<file path="config.mk">
export PLATFORM = sky130hd
export DESIGN_NAME = bus_lsu
export DESIGN_NICKNAME = d
export VERILOG_FILES = /design/src/rtl/bus_lsu_pkg.sv /design/src/rtl/bus_lsu_align.sv /design/src/rtl/bus_lsu.sv
export SDC_FILE = /design/constraint.sdc
export NUM_CORES = 1
export LEC_CHECK = 0
export ABC_CLOCK_PERIOD_IN_PS = 4550
export BUFFER_PORTS_ARGS = -buffer_cell sky130_fd_sc_hd__buf_2
export CAP_MARGIN = 10
export CELL_PAD_IN_SITES_DETAIL_PLACEMENT = 1
export CELL_PAD_IN_SITES_GLOBAL_PLACEMENT = 1
export CORE_UTILIZATION = 25
export DETAILED_ROUTE_END_ITERATION = 16
export PLACE_DENSITY_LB_ADDON = 0.1
export REMOVE_ABC_BUFFERS = 1
export SYNTH_ARGS = -nofsm -noshare
export SYNTH_HDL_FRONTEND = slang
export SYNTH_HIERARCHICAL = 1
export SYNTH_SLANG_ARGS = --single-unit
</file>
<file path="constraint.sdc">
create_clock -name clk -period 4.55 [get_ports clk]
set_clock_uncertainty 0.05 [all_clocks]
set_input_delay 0.2275 -clock clk [delete_from_list [all_inputs] [get_ports clk]]
set_output_delay 0.2275 -clock clk [all_outputs]
set_load 0.005 [all_outputs]
</file>
<file path="src/rtl/bus_lsu_pkg.sv">
// rtl/bus_lsu_pkg.sv - shared types and helpers for the bus load/store sequencer
// Purpose: instruction opcode, access size and FSM state encodings, plus the
//          access-size-to-byte-count helper used by the lane logic.
// Ports:   none (package).
package bus_lsu_pkg;

   typedef enum logic [1:0] {
      OP_NOP   = 2'd0,
      OP_LOAD  = 2'd1,
      OP_STORE = 2'd2
   } op_t;

   // B/W/L/Q = 1/2/4/8 bytes
   typedef enum logic [1:0] {
      DT_B = 2'd0,
      DT_W = 2'd1,
      DT_L = 2'd2,
      DT_Q = 2'd3
   } data_type_t;

   typedef enum logic [2:0] {
      ST_IDLE,
      ST_ADDR,
      ST_ACCESS,
      ST_WAIT,
      ST_WB
   } state_t;

   function automatic int size_bytes(data_type_t dt);
      case (dt)
         DT_B:    return 1;
         DT_W:    return 2;
         DT_L:    return 4;
         default: return 8;
      endcase
   endfunction

endpackage

</file>
<file path="src/rtl/bus_lsu_align.sv">
// rtl/bus_lsu_align.sv - byte-lane steering for the load/store sequencer
// Purpose: purely combinational size/lane handling.
// Ports:
//   data_type       access size
//   addr_lo         low byte-address bits of the freshly computed address
//   lane            byte lane of the registered (aligned) address
//   st_data         store source word
//   ld_word         raw RAM read word
//   misalign        addr_lo is not a multiple of the access size
//   addr_lo_aligned addr_lo with the bits below the access size cleared
//   be              byte enables for a store at this lane
//   st_shifted      store data moved up to its lane
//   ld_value        load data moved down from its lane, zero-extended to size
module bus_lsu_align
   import bus_lsu_pkg::*;
#(
   parameter  int DATAW = 64,
   localparam int BEW   = DATAW / 8,
   localparam int LANEW = $clog2(BEW)
) (
   input  data_type_t       data_type,
   input  logic [LANEW-1:0] addr_lo,
   input  logic [LANEW-1:0] lane,
   input  logic [DATAW-1:0] st_data,
   input  logic [DATAW-1:0] ld_word,
   output logic             misalign,
   output logic [LANEW-1:0] addr_lo_aligned,
   output logic [BEW-1:0]   be,
   output logic [DATAW-1:0] st_shifted,
   output logic [DATAW-1:0] ld_value
);

   int               nbytes;
   logic [LANEW-1:0] low_mask;
   logic [BEW-1:0]   size_mask;
   logic [DATAW-1:0] data_mask;
   logic [LANEW+2:0] bit_shift;

   always_comb begin
      nbytes    = size_bytes(data_type);
      low_mask  = LANEW'(nbytes - 1);
      size_mask = '0;
      data_mask = '0;
      for (int i = 0; i < BEW; i++) begin
         if (i < nbytes) begin
            size_mask[i]        = 1'b1;
            data_mask[8*i +: 8] = 8'hFF;
         end
      end
      bit_shift       = {lane, 3'b000};
      misalign        = |(addr_lo & low_mask);
      addr_lo_aligned = addr_lo & ~low_mask;
      be              = size_mask << lane;
      st_shifted      = st_data << bit_shift;
      ld_value        = (ld_word >> bit_shift) & data_mask;
   end

endmodule

</file>
<file path="src/rtl/bus_lsu.sv">
// rtl/bus_lsu.sv - one-at-a-time load/store sequencer between decoder, register file and data RAM
// Purpose: accepts one instruction per valid/ready handshake, forms
//          address = reg[addr_reg] + sign-extended addr_offset, then moves
//          RAM->reg (LOAD) or reg->RAM (STORE). NOP retires in the address cycle.
// Build option: BUS_LSU_MISALIGN_TRAP_EN - when defined, misaligned LOAD/STORE
//          pulse err and are dropped; otherwise the address is silently aligned
//          down and err stays 0.
// Ports:
//   clk, rst                          clock, async active-high reset
//   req_valid/req_ready               instruction handshake (ready only in IDLE)
//   op, data_type, data_reg,
//   addr_reg, addr_offset             instruction fields
//   reg_raddr0/reg_rdata0             base register read (combinational file)
//   reg_raddr1/reg_rdata1             store data register read
//   reg_we/reg_waddr/reg_wdata        load write-back
//   ram_en/ram_we/ram_addr/ram_be/
//   ram_wdata/ram_rdata               data RAM port, word addressed
//   done                              instruction retired pulse
//   err                               misaligned trap pulse
module bus_lsu
   import bus_lsu_pkg::*;
#(
   parameter  int REG_ADDRW = 4,
   parameter  int DATAW     = 64,
   parameter  int RAM_ADDRW = 16,
   parameter  int RAM_LAT   = 1,
   localparam int BEW       = DATAW / 8,
   localparam int LANEW     = $clog2(BEW)
) (
   input  logic                       clk,
   input  logic                       rst,
   input  logic                       req_valid,
   output logic                       req_ready,
   input  op_t                        op,
   input  data_type_t                 data_type,
   input  logic [REG_ADDRW-1:0]       data_reg,
   input  logic [REG_ADDRW-1:0]       addr_reg,
   input  logic [RAM_ADDRW-1:0]       addr_offset,
   output logic [REG_ADDRW-1:0]       reg_raddr0,
   input  logic [DATAW-1:0]           reg_rdata0,
   output logic [REG_ADDRW-1:0]       reg_raddr1,
   input  logic [DATAW-1:0]           reg_rdata1,
   output logic                       reg_we,
   output logic [REG_ADDRW-1:0]       reg_waddr,
   output logic [DATAW-1:0]           reg_wdata,
   output logic                       ram_en,
   output logic                       ram_we,
   output logic [RAM_ADDRW-LANEW-1:0] ram_addr,
   output logic [BEW-1:0]             ram_be,
   output logic [DATAW-1:0]           ram_wdata,
   input  logic [DATAW-1:0]           ram_rdata,
   output logic                       done,
   output logic                       err
);

   localparam int CNTW = (RAM_LAT > 1) ? $clog2(RAM_LAT) : 1;

   state_t               state, state_d;
   op_t                  op_q;
   data_type_t           dt_q;
   logic [REG_ADDRW-1:0] data_reg_q, addr_reg_q;
   logic [RAM_ADDRW-1:0] offset_q, addr_q, addr_sum, addr_eff;
   logic [DATAW-1:0]     st_data_q, ld_value_q;
   logic [CNTW-1:0]      cnt_q;
   logic                 is_mem_op;

   logic                 misalign;
   logic [LANEW-1:0]     lo_aligned;
   logic [BEW-1:0]       be_w;
   logic [DATAW-1:0]     st_shifted, ld_value;

   // Only the low RAM_ADDRW bits of the base register form an address.
   logic                 unused_base_hi;
   assign unused_base_hi = ^reg_rdata0[DATAW-1:RAM_ADDRW];

   assign reg_raddr0 = addr_reg_q;
   assign reg_raddr1 = data_reg_q;
   assign addr_sum   = reg_rdata0[RAM_ADDRW-1:0] + offset_q;
   // With the trap enabled a misaligned access never reaches ACCESS, so the
   // aligned form only ever matters when the trap is compiled out.
   assign addr_eff   = misalign ? {addr_sum[RAM_ADDRW-1:LANEW], lo_aligned} : addr_sum;
   assign is_mem_op  = (op_q == OP_LOAD) || (op_q == OP_STORE);

   bus_lsu_align #(.DATAW(DATAW)) u_align (
      .data_type       (dt_q),
      .addr_lo         (addr_sum[LANEW-1:0]),
      .lane            (addr_q[LANEW-1:0]),
      .st_data         (st_data_q),
      .ld_word         (ram_rdata),
      .misalign        (misalign),
      .addr_lo_aligned (lo_aligned),
      .be              (be_w),
      .st_shifted      (st_shifted),
      .ld_value        (ld_value)
   );

   always_ff @(posedge clk or posedge rst) begin
      if (rst) begin
         state      <= ST_IDLE;
         op_q       <= OP_NOP;
         dt_q       <= DT_B;
         data_reg_q <= '0;
         addr_reg_q <= '0;
         offset_q   <= '0;
         addr_q     <= '0;
         st_data_q  <= '0;
         ld_value_q <= '0;
         cnt_q      <= '0;
      end else begin
         state <= state_d;
         case (state)
            ST_IDLE: begin
               if (req_valid) begin
                  op_q       <= op;
                  dt_q       <= data_type;
                  data_reg_q <= data_reg;
                  addr_reg_q <= addr_reg;
                  offset_q   <= addr_offset;
               end
            end
            ST_ADDR: begin
               addr_q    <= addr_eff;
               st_data_q <= reg_rdata1;
            end
            ST_ACCESS: cnt_q <= CNTW'(RAM_LAT - 1);
            ST_WAIT: begin
               // RAM data is valid exactly in the cycle the countdown hits zero.
               if (cnt_q == '0) ld_value_q <= ld_value;
               else             cnt_q      <= cnt_q - CNTW'(1);
            end
            default: ;
         endcase
      end
   end

   always_comb begin
      state_d   = state;
      req_ready = 1'b0;
      ram_en    = 1'b0;
      ram_we    = 1'b0;
      ram_addr  = '0;
      ram_be    = '0;
      ram_wdata = '0;
      reg_we    = 1'b0;
      reg_waddr = '0;
      reg_wdata = '0;
      done      = 1'b0;
      err       = 1'b0;
      case (state)
         ST_IDLE: begin
            req_ready = 1'b1;
            if (req_valid) state_d = ST_ADDR;
         end
         ST_ADDR: begin
            if (!is_mem_op) begin
               done    = 1'b1;
               state_d = ST_IDLE;
            end else begin
`ifdef BUS_LSU_MISALIGN_TRAP_EN
               if (misalign) begin
                  err     = 1'b1;
                  state_d = ST_IDLE;
               end else begin
                  state_d = ST_ACCESS;
               end
`else
               state_d = ST_ACCESS;
`endif
            end
         end
         ST_ACCESS: begin
            ram_en   = 1'b1;
            ram_addr = addr_q[RAM_ADDRW-1:LANEW];
            if (op_q == OP_STORE) begin
               ram_we    = 1'b1;
               ram_be    = be_w;
               ram_wdata = st_shifted;
               done      = 1'b1;
               state_d   = ST_IDLE;
            end else begin
               state_d = ST_WAIT;
            end
         end
         ST_WAIT: begin
            if (cnt_q == '0) state_d = ST_WB;
         end
         ST_WB: begin
            reg_we    = 1'b1;
            reg_waddr = data_reg_q;
            reg_wdata = ld_value_q;
            done      = 1'b1;
            state_d   = ST_IDLE;
         end
         default: state_d = ST_IDLE;
      endcase
   end

endmodule

</file>
==> results of run 1 <==
## metrics by stage
step	TNS, ps	instance area [um^2]	utilization, %	worst slack (ps)
after floorplan	-112700	11810	-	-924.1
after global placement	0	14560	29.69	1665
after global routing	0	16150	32.92	934.4
final	0	16150	32.92	1197
after CTS	0	16130	32.89	1014
after detailed placement	0	14560	29.69	1585
## layout make-up
class / count / share of cell area (%)
diodes: 1 / 0.01550
clock buffers: 19 / 2.743
clock inverters: 13 / 1.147
inverters: 23 / 0.5812
multi-input cells: 1158 / 45.65
flip-flops and latches: 175 / 27.19
well taps: 664 / 5.146
repair buffers: 455 / 17.52
## state kept, by name (all words and copies together) (netlist names)
signal	count
op_q	2
reg_raddr1	4
state	3
offset_q	16
dt_q	2
reg_raddr0	4
ld_value_q	64
st_data_q	64
addr_q	16
## final timing paths
| path | from | endpoint |
|---|---|---|
| worst max-delay path | addr_q[2] | ram_wdata[33] |
| worst min-delay path | ram_rdata[56] | ld_value_q[56] |
| worst max register to register | addr_q[2] | ld_value_q[42] |
| worst min register to register | ld_value_q[15] | ld_value_q[15] |
| max in group asynchronous | rst | addr_q[1] |
| min in group asynchronous | rst | st_data_q[46] |
## synthesized netlist by cell type (8+ instances only)
cell type and number:
and3_1 75, buf_4 14, inv_1 22, mux2i_1 81
nor2_1 51, dfrtp_1 175, o22ai_1 30, buf_1 8
clkbuf_1 50, o31ai_1 12, buf_2 30, a311oi_1 10
nor2b_1 15, o32ai_1 10, a2bb2oi_1 14, nand2_1 465
a211oi_1 19, nor3_1 12, o21ai_0 31, ha_1 17
mux2_2 77, a21oi_1 23, mux4_2 21, and2_1 114
## power groups by stage
stage                     sequential [mW]  clock (mW)  combinational (mW)
after global routing                 3.27        1.78                6.15
after CTS                            3.14        1.74                5.57
after floorplan                      3.00           0                3.81
after global placement               3.14           0                5.40
after detailed placement             3.17           0                5.49
final                                3.12        1.66                5.46
## cells by family (layout without fill, tap and decap cells)
group / after synthesis / after routing / synth area share, %
buffers and inverters: 139 / 510 / 5.981
DFF: 175 / 175 / 35.12
AOI/OAI and AO/OA: 185 / 185 / 10.23
adders and majority gates: 18 / 18 / 1.867
muxes: 184 / 184 / 18.12
and+or+nand+nor: 761 / 761 / 28.02
other: 1 / 2 / 0.03008
xor gates and xnor gates: 9 / 9 / 0.6322
## per-layer routing
metal	vias up	global-route usage [%]	routed length [um]
li1	5744	-	-
met1	6016	26.81	23420
met2	238	31.98	23480
met3	36	4.237	1899
met4	6	5.113	717
met5	-	0	34
## tightest hold or removal path, stage by stage
cell and delay, ps:
buf_2 120, and2_1 130, nand2_1 50, nand2_1 50
==> results.md, run 1 <==
* Sw Share at 45.39%
* DRC at 0
* Min-Delay Path Class: input pin to flop
* CTS tree: done
* WP data required at 4270 ps
* F_max at 298.2 MHz
* Final hold vios at 0
* Hold slack final at 52.95 ps
* Pin count of the biggest net entering global routing at 104
* Clk pwr share at 16.2%
* IO buf count at 340
* Mapped Cells at 1472
* Number of global-route vias before repair at 12663
* Tmin final at 3353 ps
* Worst Max-Slew Pin Slew at 1150 ps
* Full die area at 0.05077 mm^2
* Flip-flop and latch count after synthesis at 175
* Sequential power share at 30.5%
* Most frequent cells in the layout: 465 x nand2_1, 340 x buf_2, 172 x dfrtp_1
* Vias per cell at 4.801
* Hold depth at 4
* Synth area leaders: dfrtp_1 35%, nand2_1 14%, mux2_2 7.0%
* Reg2reg setup slack at 1750 ps
* Area leader, netlist: dfrtp_1
* Switching pwr at 4.651 mW
* Antenna violations before repair at 4
* Multi-input logic area at 0.007371 mm^2
* Levels on crit path at 5
* Tot Pwr at 10.25 mW
* RSZ-0062 raised after global routing: no
* Initial Util at 25.42%
* Global Route Usage Sum at 19.85%
* Setup Viol. Count Final at 0
* Clock Path Buffers at 2
* IO Pins at 390
* Critical path peak fanout at 37
* Gr ovfl total at 0
* Rows at 81
* Int Pwr at 5.596 mW
* Commonest non-fill, non-tap cell in the layout: nand2_1
* Post-synth EDFFs at 0
* Die width at 225.3 um
* Root Driver: clkbuf_16
* Layout area overhead at 29.49%
* WL/cell at 19.76 um
* FF+latch area at 0.004390 mm^2
* Pleak at 8.287 nW
* Worst r2r path cells at 5
* CTS clk-pin slew, worst paths at 80 ps
* Ys async rst share at 100.0%
* Data arrival, critical path at 3080 ps
* Yosys warns at 6
* CTS Hold Bufs at 94
* Clk_lat worst skew at 490 ps
* Peak supply drop at 0.3022 mV
* Clock Sinks at 175
* Post-synth top flop: dfrtp_1
* WL final at 49.56 mm
* Slowest cell on crit path: dfrtp_4
* # H-tree levels at 4
* Slew margin rel. at 23.33%
* First drt pass iteration count at 4
* Inst Count DP at 2380
* GPL Wtd Cong at 0.7825
* Setup crit end kind: output pin
* Tcrit/Tclk final at 73.70%
* Status: finished clean
* Synthesized area at 0.01247 mm^2
* Max cap viols at 0
* Post-DP HPWL at 33.31 mm
* Number of post-CTS setup repair buffers at 0
* Vias after detailed routing at 12040
* Sequential share of the synthesized area at 35.12%
* # fillers at 5955
* Nets at 2071
* Distinct cells, synth at 70
* CTS buffer count at 17
* Top-area cell type share of the netlist area at 35.12%
* Combinational power share at 53.3%
* Layout cells sized above 1 at 27.94%
* Non-filler cells, final at 2508
* Crit-path cells: inv_1 -> nand2_1 -> o22ai_1 -> and3_1 -> buf_2
* Max incr delay on CP at 710 ps
* Antenna Nets Post-Route at 0
* Power Density at 634.6 mW/mm^2
* Fin. max-slew vios at 0
* Initial drt markers at 586
* First-pass GRT wire length at 76.07 mm
* Worst Path Buf+Inv at 2
* Crit Path Category: flop to output pin
* Worst setup SP type: flop
* Syn Area/Cell at 8.470 um^2
* Crit path max-delay family: simple AND/OR/NAND/NOR gates
* CTS-repair resized insts at 0
* Core area at 0.04905 mm^2
* Die height at 225.3 um
(Power assumes the default switching activity.)
==> run 2, diff against run 1 <==
ABC_AREA = 1   (was default)
ABC_CLOCK_PERIOD_IN_PS = 3300   (was 4550)
clock period = 3.3 ns   (was 4.55 ns; I/O delays follow)
==> results.md, run 2 <==
* Setup Viol. Count Final at 0 (unchanged)
* First drt pass iteration count at 5 (+1)
* Setup crit end kind: output pin
* Post-synth EDFFs at 0 (unchanged)
* Pleak at 8.955 nW (+8.1%)
* Hold slack final at 31.69 ps (-21.26 ps)
* Die width at 229.3 um (+1.8%)
* Flip-flop and latch count after synthesis at 175 (unchanged)
* GPL Wtd Cong at 0.7784 (-0.52%)
* Crit path max-delay family: simple AND/OR/NAND/NOR gates
* Slowest cell on crit path: dfrtp_4
* Worst setup SP type: flop
* Core area at 0.05058 mm^2 (+3.1%)
* Global Route Usage Sum at 20.70% (+0.85 points)
* Clock Path Buffers at 2 (unchanged)
* Sequential share of the synthesized area at 33.90% (-1.2 points)
* RSZ-0062 raised after global routing: no
* WP data required at 3080 ps (-1190 ps)
* Top-area cell type share of the netlist area at 33.90% (-1.2 points)
* # fillers at 6623 (+11%)
* Worst r2r path cells at 9 (+4)
* Critical hold path startpoint: ram_rdata[63]
* Rows at 82 (+1.2%)
* Tot Pwr at 15.09 mW (+47%)
* Reg2reg setup slack at 760 ps (-990 ps)
* Critical path peak fanout at 29 (-22%)
* Inst Count DP at 3019 (+27%)
* Clk_lat worst skew at 500 ps (about the same)
* Synth area leaders: dfrtp_1 34%, nand2_1 24%, nor2_1 7.8%
* Multi-input logic area at 0.006945 mm^2 (-5.8%)
* Hold depth at 5 (+1)
* Full die area at 0.05259 mm^2 (+3.6%)
* Max incr delay on CP at 650 ps (-60 ps)
* Crit-path cells: nor2_4 -> inv_2 -> nor2_2 -> inv_1 -> o21ai_1 -> nand2_1 -> nor2_1 -> buf_2
* Post-DP HPWL at 36.69 mm (+10%)
* Layout area overhead at 29.08%
* Most frequent cell after synthesis: nand2_1
* Slew margin rel. at 32.75% (+9.4 points)
* Min-Delay Path Class: input pin to flop
* Initial Util at 25.54% (+0.12 points)
* Vias per cell at 4.606 (-4.0%)
* First-pass GRT wire length at 84.44 mm (+11%)
* Final hold vios at 0 (unchanged)
* Root Driver: clkbuf_16
* Syn Area/Cell at 6.123 um^2 (-28%)
* Final worst slack at 320.9 ps (-875.9 ps)
* Hold EP: ld_value_q[63]
* F_max at 335.7 MHz
* Power Density at 904.6 mW/mm^2 (+43%)
* Worst reg2reg path startpoint: addr_q[0]
* Gr ovfl total at 0 (unchanged)
* IO Pins at 390 (unchanged)
* Layout cells sized above 1 at 18.43% (-9.5 points)
* WL final at 53.76 mm (+8.5%)
* Nets at 2708 (+31%)
* Ys async rst share at 100.0% (unchanged)
* Number of global-route vias before repair at 15011 (+19%)
* Antenna Nets Post-Route at 0 (unchanged)
* WL/cell at 17.05 um (-14%)
* Status: finished clean
* Post-DP Area at 0.01506 mm^2 (+3.4%)
* Pin count of the biggest net entering global routing at 107 (+2.9%)
* IO buf count at 340 (unchanged)
* Yosys warns at 6 (unchanged)
* Non-filler cells, final at 3152 (+26%)
* Antenna violations before repair at 0 (-4)
* Top Registers: ld_value_q x64, st_data_q x64
* Tcrit/Tclk final at 90.28%
* Fin. max-slew vios at 0 (unchanged)
* Data arrival, critical path at 2760 ps (-320 ps)
* Most frequent cells in the layout: 834 x nand2_1, 340 x buf_2, 268 x nor2_1
* Post-route cell area at 0.01668 mm^2 (+3.3%)
* Tmin final at 2979 ps
* Die height at 229.3 um (+1.8%)
* CTS buffer count at 17 (unchanged)
* Crit Path Category: flop to output pin
* Top post-synthesis cells by count: 834 x nand2_1, 268 x nor2_1, 222 x inv_1
* Peak supply drop at 0.6796 mV (+120%)
* Max cap viols at 0 (unchanged)
* Worst Path Buf+Inv at 3 (+1)
* Synthesized area at 0.01292 mm^2 (+3.6%)
* Initial drt markers at 664 (+13%)
* Mapped Cells at 2110 (+43%)
* Distinct cells, synth at 39 (-44%)
* FF+latch area at 0.004390 mm^2 (unchanged)
* Post-synth top flop: dfrtp_1
* Area leader, netlist: dfrtp_1
* Commonest non-fill, non-tap cell in the layout: nand2_1
* Clock Sinks at 175 (unchanged)
* Pre-CTS setup slack at 543.0 ps (-1042 ps)
* CTS tree: done
* CTS clk-pin slew, worst paths at 70 ps (about the same)
* R2r endpoint: ld_value_q[12]
* Vias after detailed routing at 14519 (+21%)
* DRC at 0 (unchanged)
* # H-tree levels at 4 (unchanged)
* N_diodes at 0 (-1)
* Worst Max-Slew Pin Slew at 1007 ps (-142.7 ps)
==> run 2: cell count changes after synthesis, moves of 21 or more <==
| cell | delta |
|---|---|
| a21oi_1 | +24 |
| and2_1 | -103 |
| and3_1 | -75 |
| buf_2 | +34 |
| inv_1 | +200 |
| mux2_2 | -54 |
| mux2i_1 | -81 |
| mux4_2 | -21 |
| nand2_1 | +369 |
| nand3_1 | +186 |
| nor2_1 | +217 |
| o21ai_0 | +61 |
| o22ai_1 | -25 |
==> run 2: cell type report <==
class / instances / share of cell area, %
sequential: 175 / 26.33
inverter: 233 / 5.349
multi-input combinational: 1571 / 41.65
tap: 672 / 5.042
clock buffer: 20 / 2.738
clock inverter: 12 / 0.8178
timing repair buffer: 469 / 18.08
==> run 2: tightest hold or removal path, delay by kind of cell <==
kind | cells | cell delay (ps)
buffers and inverters | 1 | 110
AOI/OAI and AO/OA | 1 | 70
and+or+nand+nor | 3 | 190
==> run 2: worst max path at each step <==
stage	startpoint	cells past startpoint	endpoint	slack, ps
6_report	addr_q[0]	8	ram_wdata[36]	320
3_3_place_gp	addr_q[0]	9	ld_value_q[8]	540
2_1_floorplan	rst	1	addr_q[0]	-1660
4_1_cts	addr_q[0]	8	ram_wdata[36]	100
3_5_place_dp	addr_q[0]	9	ld_value_q[12]	540
5_1_grt	addr_q[0]	11	ram_wdata[50]	80
==> run 2: cells by family after synthesis <==
| logic type | count (synthesis) | share of synthesized area [%] |
|---|---|---|
| buf+inv | 364 | 12.46 |
| xor+xnor | 2 | 0.1356 |
| mux | 23 | 2.005 |
| flops | 175 | 33.90 |
| other cells | 1 | 0.02903 |
| compound gates | 192 | 8.086 |
| simple gates | 1335 | 41.58 |
| fa+ha+maj | 18 | 1.801 |
==> run 2: what timing repair did <==
action	CTS	global route
hold endpoints to repair	198	0
endpoints found under the setup margin	0	9
resized for setup	0	1
hold buffers	98	0
setup buffers	0	3
==> run 2: per-layer routing <==
metal | global-route usage (%) | vias to the layer above | wire [um]
met4 | 4.771 | 0 | 729
met3 | 4.158 | 37 | 1901
met1 | 27.32 | 7022 | 25560
li1 | - | 7195 | -
met5 | 0 | - | 0
met2 | 34.57 | 265 | 25570
==> run 2: where the power goes <==
group	internal [mW]	leakage, nW	total, mW	switching [mW]
clock	1.15	0.271	2.18	1.03
sequential	3.17	2.19	3.79	0.620
combinational	2.99	6.50	9.11	6.13
total	7.31	8.96	15.1	7.77
==> run 2: through the flow <==
step                utilization (%)  setup TNS (ps)
floorplan                         -         -530940
global placement              29.78               0
detailed placement            29.78               0
CTS                           32.89               0
global route                  32.97               0
finish                        32.97               0
==> run 3, diff against run 2 <==
ABC_AREA = default   (was 1)
==> results.md, run 3 (synthesis gave the netlist of run 1 again) <==
* Status: finished clean
* Reg2reg setup slack at 790 ps (+30 ps)
* Critical path peak fanout at 39 (+34%)
* Sequential power share at 28.8% (+3.7 points)
* Worst Max-Slew Pin Slew at 965.5 ps (-41.80 ps)
* Global Route Usage Sum at 19.83% (-0.87 points)
* Nets at 2098 (-23%)
* Number of global-route vias before repair at 12676 (-16%)
* Worst r2r path cells at 9 (unchanged)
* CTS Hold Bufs at 107 (+9.2%)
* IO buf count at 340 (unchanged)
* CTS-repair resized insts at 0 (unchanged)
* CTS tree: done
* Vias per cell at 4.784 (+3.9%)
* Peak supply drop at 0.3881 mV (-43%)
* RSZ-0062 raised after global routing: no
* Clock Path Buffers at 2 (unchanged)
* TNS Setup at 0 ps (unchanged)
* Sw Share at 45.29% (-6.2 points)
* Switching pwr at 6.457 mW (-17%)
* Hold EP: ld_value_q[58]
* Tmin final at 3014 ps (+35.00 ps)
* Commonest non-fill, non-tap cell in the layout: nand2_1
* DRC at 0 (unchanged)
* Layout cells sized above 1 at 28.18% (+9.8 points)
* Initial Util at 25.42% (-0.12 points)
* Rows at 81 (-1.2%)
* Vias after detailed routing at 12122 (-17%)
* Hold depth at 4 (-1)
* CTS clk-pin slew, worst paths at 70 ps (about the same)
* Pleak at 8.408 nW (-6.1%)
* Post-DP HPWL at 34.28 mm (-6.6%)
* Data arrival, critical path at 2800 ps (+40 ps)
* WP data required at 3080 ps (about the same)
* Layout area overhead at 31.40%
* Die width at 225.3 um (-1.7%)
* N_diodes at 0 (unchanged)
* WL/cell at 19.70 um (+16%)
* CTS buffer count at 17 (unchanged)
* GPL Wtd Cong at 0.7838 (+0.69%)
* # H-tree levels at 4 (unchanged)
* Number of post-CTS setup repair buffers at 0 (unchanged)
* FF+latch area at 0.004390 mm^2 (unchanged)
* Min-Delay Path Class: input pin to flop
* Tcrit/Tclk final at 91.34% (+1.1 points)
* Clk_lat worst skew at 490 ps (about the same)
* IO Pins at 390 (unchanged)
* Combinational power share at 55.8% (-4.6 points)
* Clk pwr share at 15.4% (+0.9 points)
* Setup Viol. Count Final at 0 (unchanged)
* Worst reg2reg path startpoint: dt_q[1]
* F_max at 331.8 MHz (-1.2%)
* Final worst slack at 285.9 ps (-35.00 ps)
* Top Registers: ld_value_q x64, st_data_q x64
* Root Driver: clkbuf_16
* Worst setup SP type: flop
* Pre-CTS setup slack at 776.3 ps (+233.3 ps)
* Setup crit end kind: output pin
* Hold slack final at 39.99 ps (+8.301 ps)
* Initial drt markers at 496 (-25%)
* Final hold vios at 0 (unchanged)
* Full die area at 0.05077 mm^2 (-3.5%)
* Antenna Nets Post-Route at 0 (unchanged)
* First drt pass iteration count at 4 (-1)
* Crit Path Category: flop to output pin
* Antenna violations before repair at 3 (+3)
* WL final at 49.92 mm (-7.1%)
* Clock Sinks at 175 (unchanged)
* Die height at 225.3 um (-1.7%)
* # fillers at 5880 (-11%)
* Multi-input logic area at 0.007371 mm^2 (+6.1%)
* Pin count of the biggest net entering global routing at 99 (-7.5%)
* Power Density at 870.4 mW/mm^2 (-3.8%)
* Core area at 0.04905 mm^2 (-3.0%)
* First-pass GRT wire length at 75.70 mm (-10%)
* Int Pwr at 7.802 mW (+6.7%)
* R2r endpoint: ld_value_q[4]
* Critical hold path startpoint: ram_rdata[58]
* Max cap viols at 0 (unchanged)
* Slew margin rel. at 35.45% (+2.7 points)
* Fin. max-slew vios at 0 (unchanged)
* Gr ovfl total at 0 (unchanged)
* Most frequent cells in the layout: 465 x nand2_1, 340 x buf_2, 172 x dfrtp_1
==> run 3: routing by layer <==
metal | GRT usage (%) | share of wire, % | vias to the layer above
met5 | 0 | 0.078 | -
met4 | 5.135 | 1.2 | 6
met3 | 4.224 | 4.0 | 35
met2 | 32.83 | 48 | 241
met1 | 26.05 | 47 | 6039
li1 | - | - | 5801
==> run 3: final cells by class <==
type | instances | share of cell area (%)
timing repair buffer | 482 | 18.91
sequential | 175 | 26.80
clock buffer | 22 | 2.833
tap | 664 | 5.071
multi-input combinational | 1158 | 44.99
clock inverter | 10 | 0.8248
inverter | 23 | 0.5728
==> run 3: worst max-delay path by stage <==
| stage | start | endpoint | slack [ps] | depth (start not counted) |
|---|---|---|---|---|
| after global routing | addr_q[0] | ram_wdata[53] | 120 | 5 |
| after detailed placement | addr_q[0] | ram_wdata[53] | 780 | 5 |
| final | addr_q[0] | ram_wdata[53] | 290 | 5 |
| after global placement | dt_q[1] | ld_value_q[4] | 750 | 9 |
| after floorplan | addr_q[0] | ram_wdata[40] | -2110 | 4 |
| after CTS | addr_q[0] | ram_wdata[53] | 210 | 5 |
==> run 3: stage by stage <==
| stage | instances | total power, mW | utilization [%] | cell area, um^2 |
|---|---|---|---|---|
| 5_1_grt | 2534 | 15.51 | 33.40 | 16380 |
| 3_5_place_dp | 2395 | 12.12 | 29.99 | 14710 |
| 4_1_cts | 2534 | 14.51 | 33.40 | 16380 |
| 3_3_place_gp | 2395 | 11.95 | 29.99 | 14710 |
| 2_1_floorplan | 1356 | 9.386 | - | 11810 |
| 6_report | 2534 | 14.26 | 33.40 | 16380 |
==> run 3: power groups by stage <==
stage / Clock, mW / Combinational, mW / Sequential [mW]
after floorplan: 0 / 5.25 / 4.14
final: 2.19 / 7.96 / 4.11
after detailed placement: 0 / 7.96 / 4.15
after global placement: 0 / 7.84 / 4.11
after CTS: 2.30 / 8.10 / 4.12
after global routing: 2.35 / 8.88 / 4.28
==> run 3: worst max-delay path, stage by stage, from the launching register on <==
cell and delay [ps]:
dfrtp_4 660, buf_4 510, mux4_2 560, mux2_2 280, and3_1 160, buf_2 120
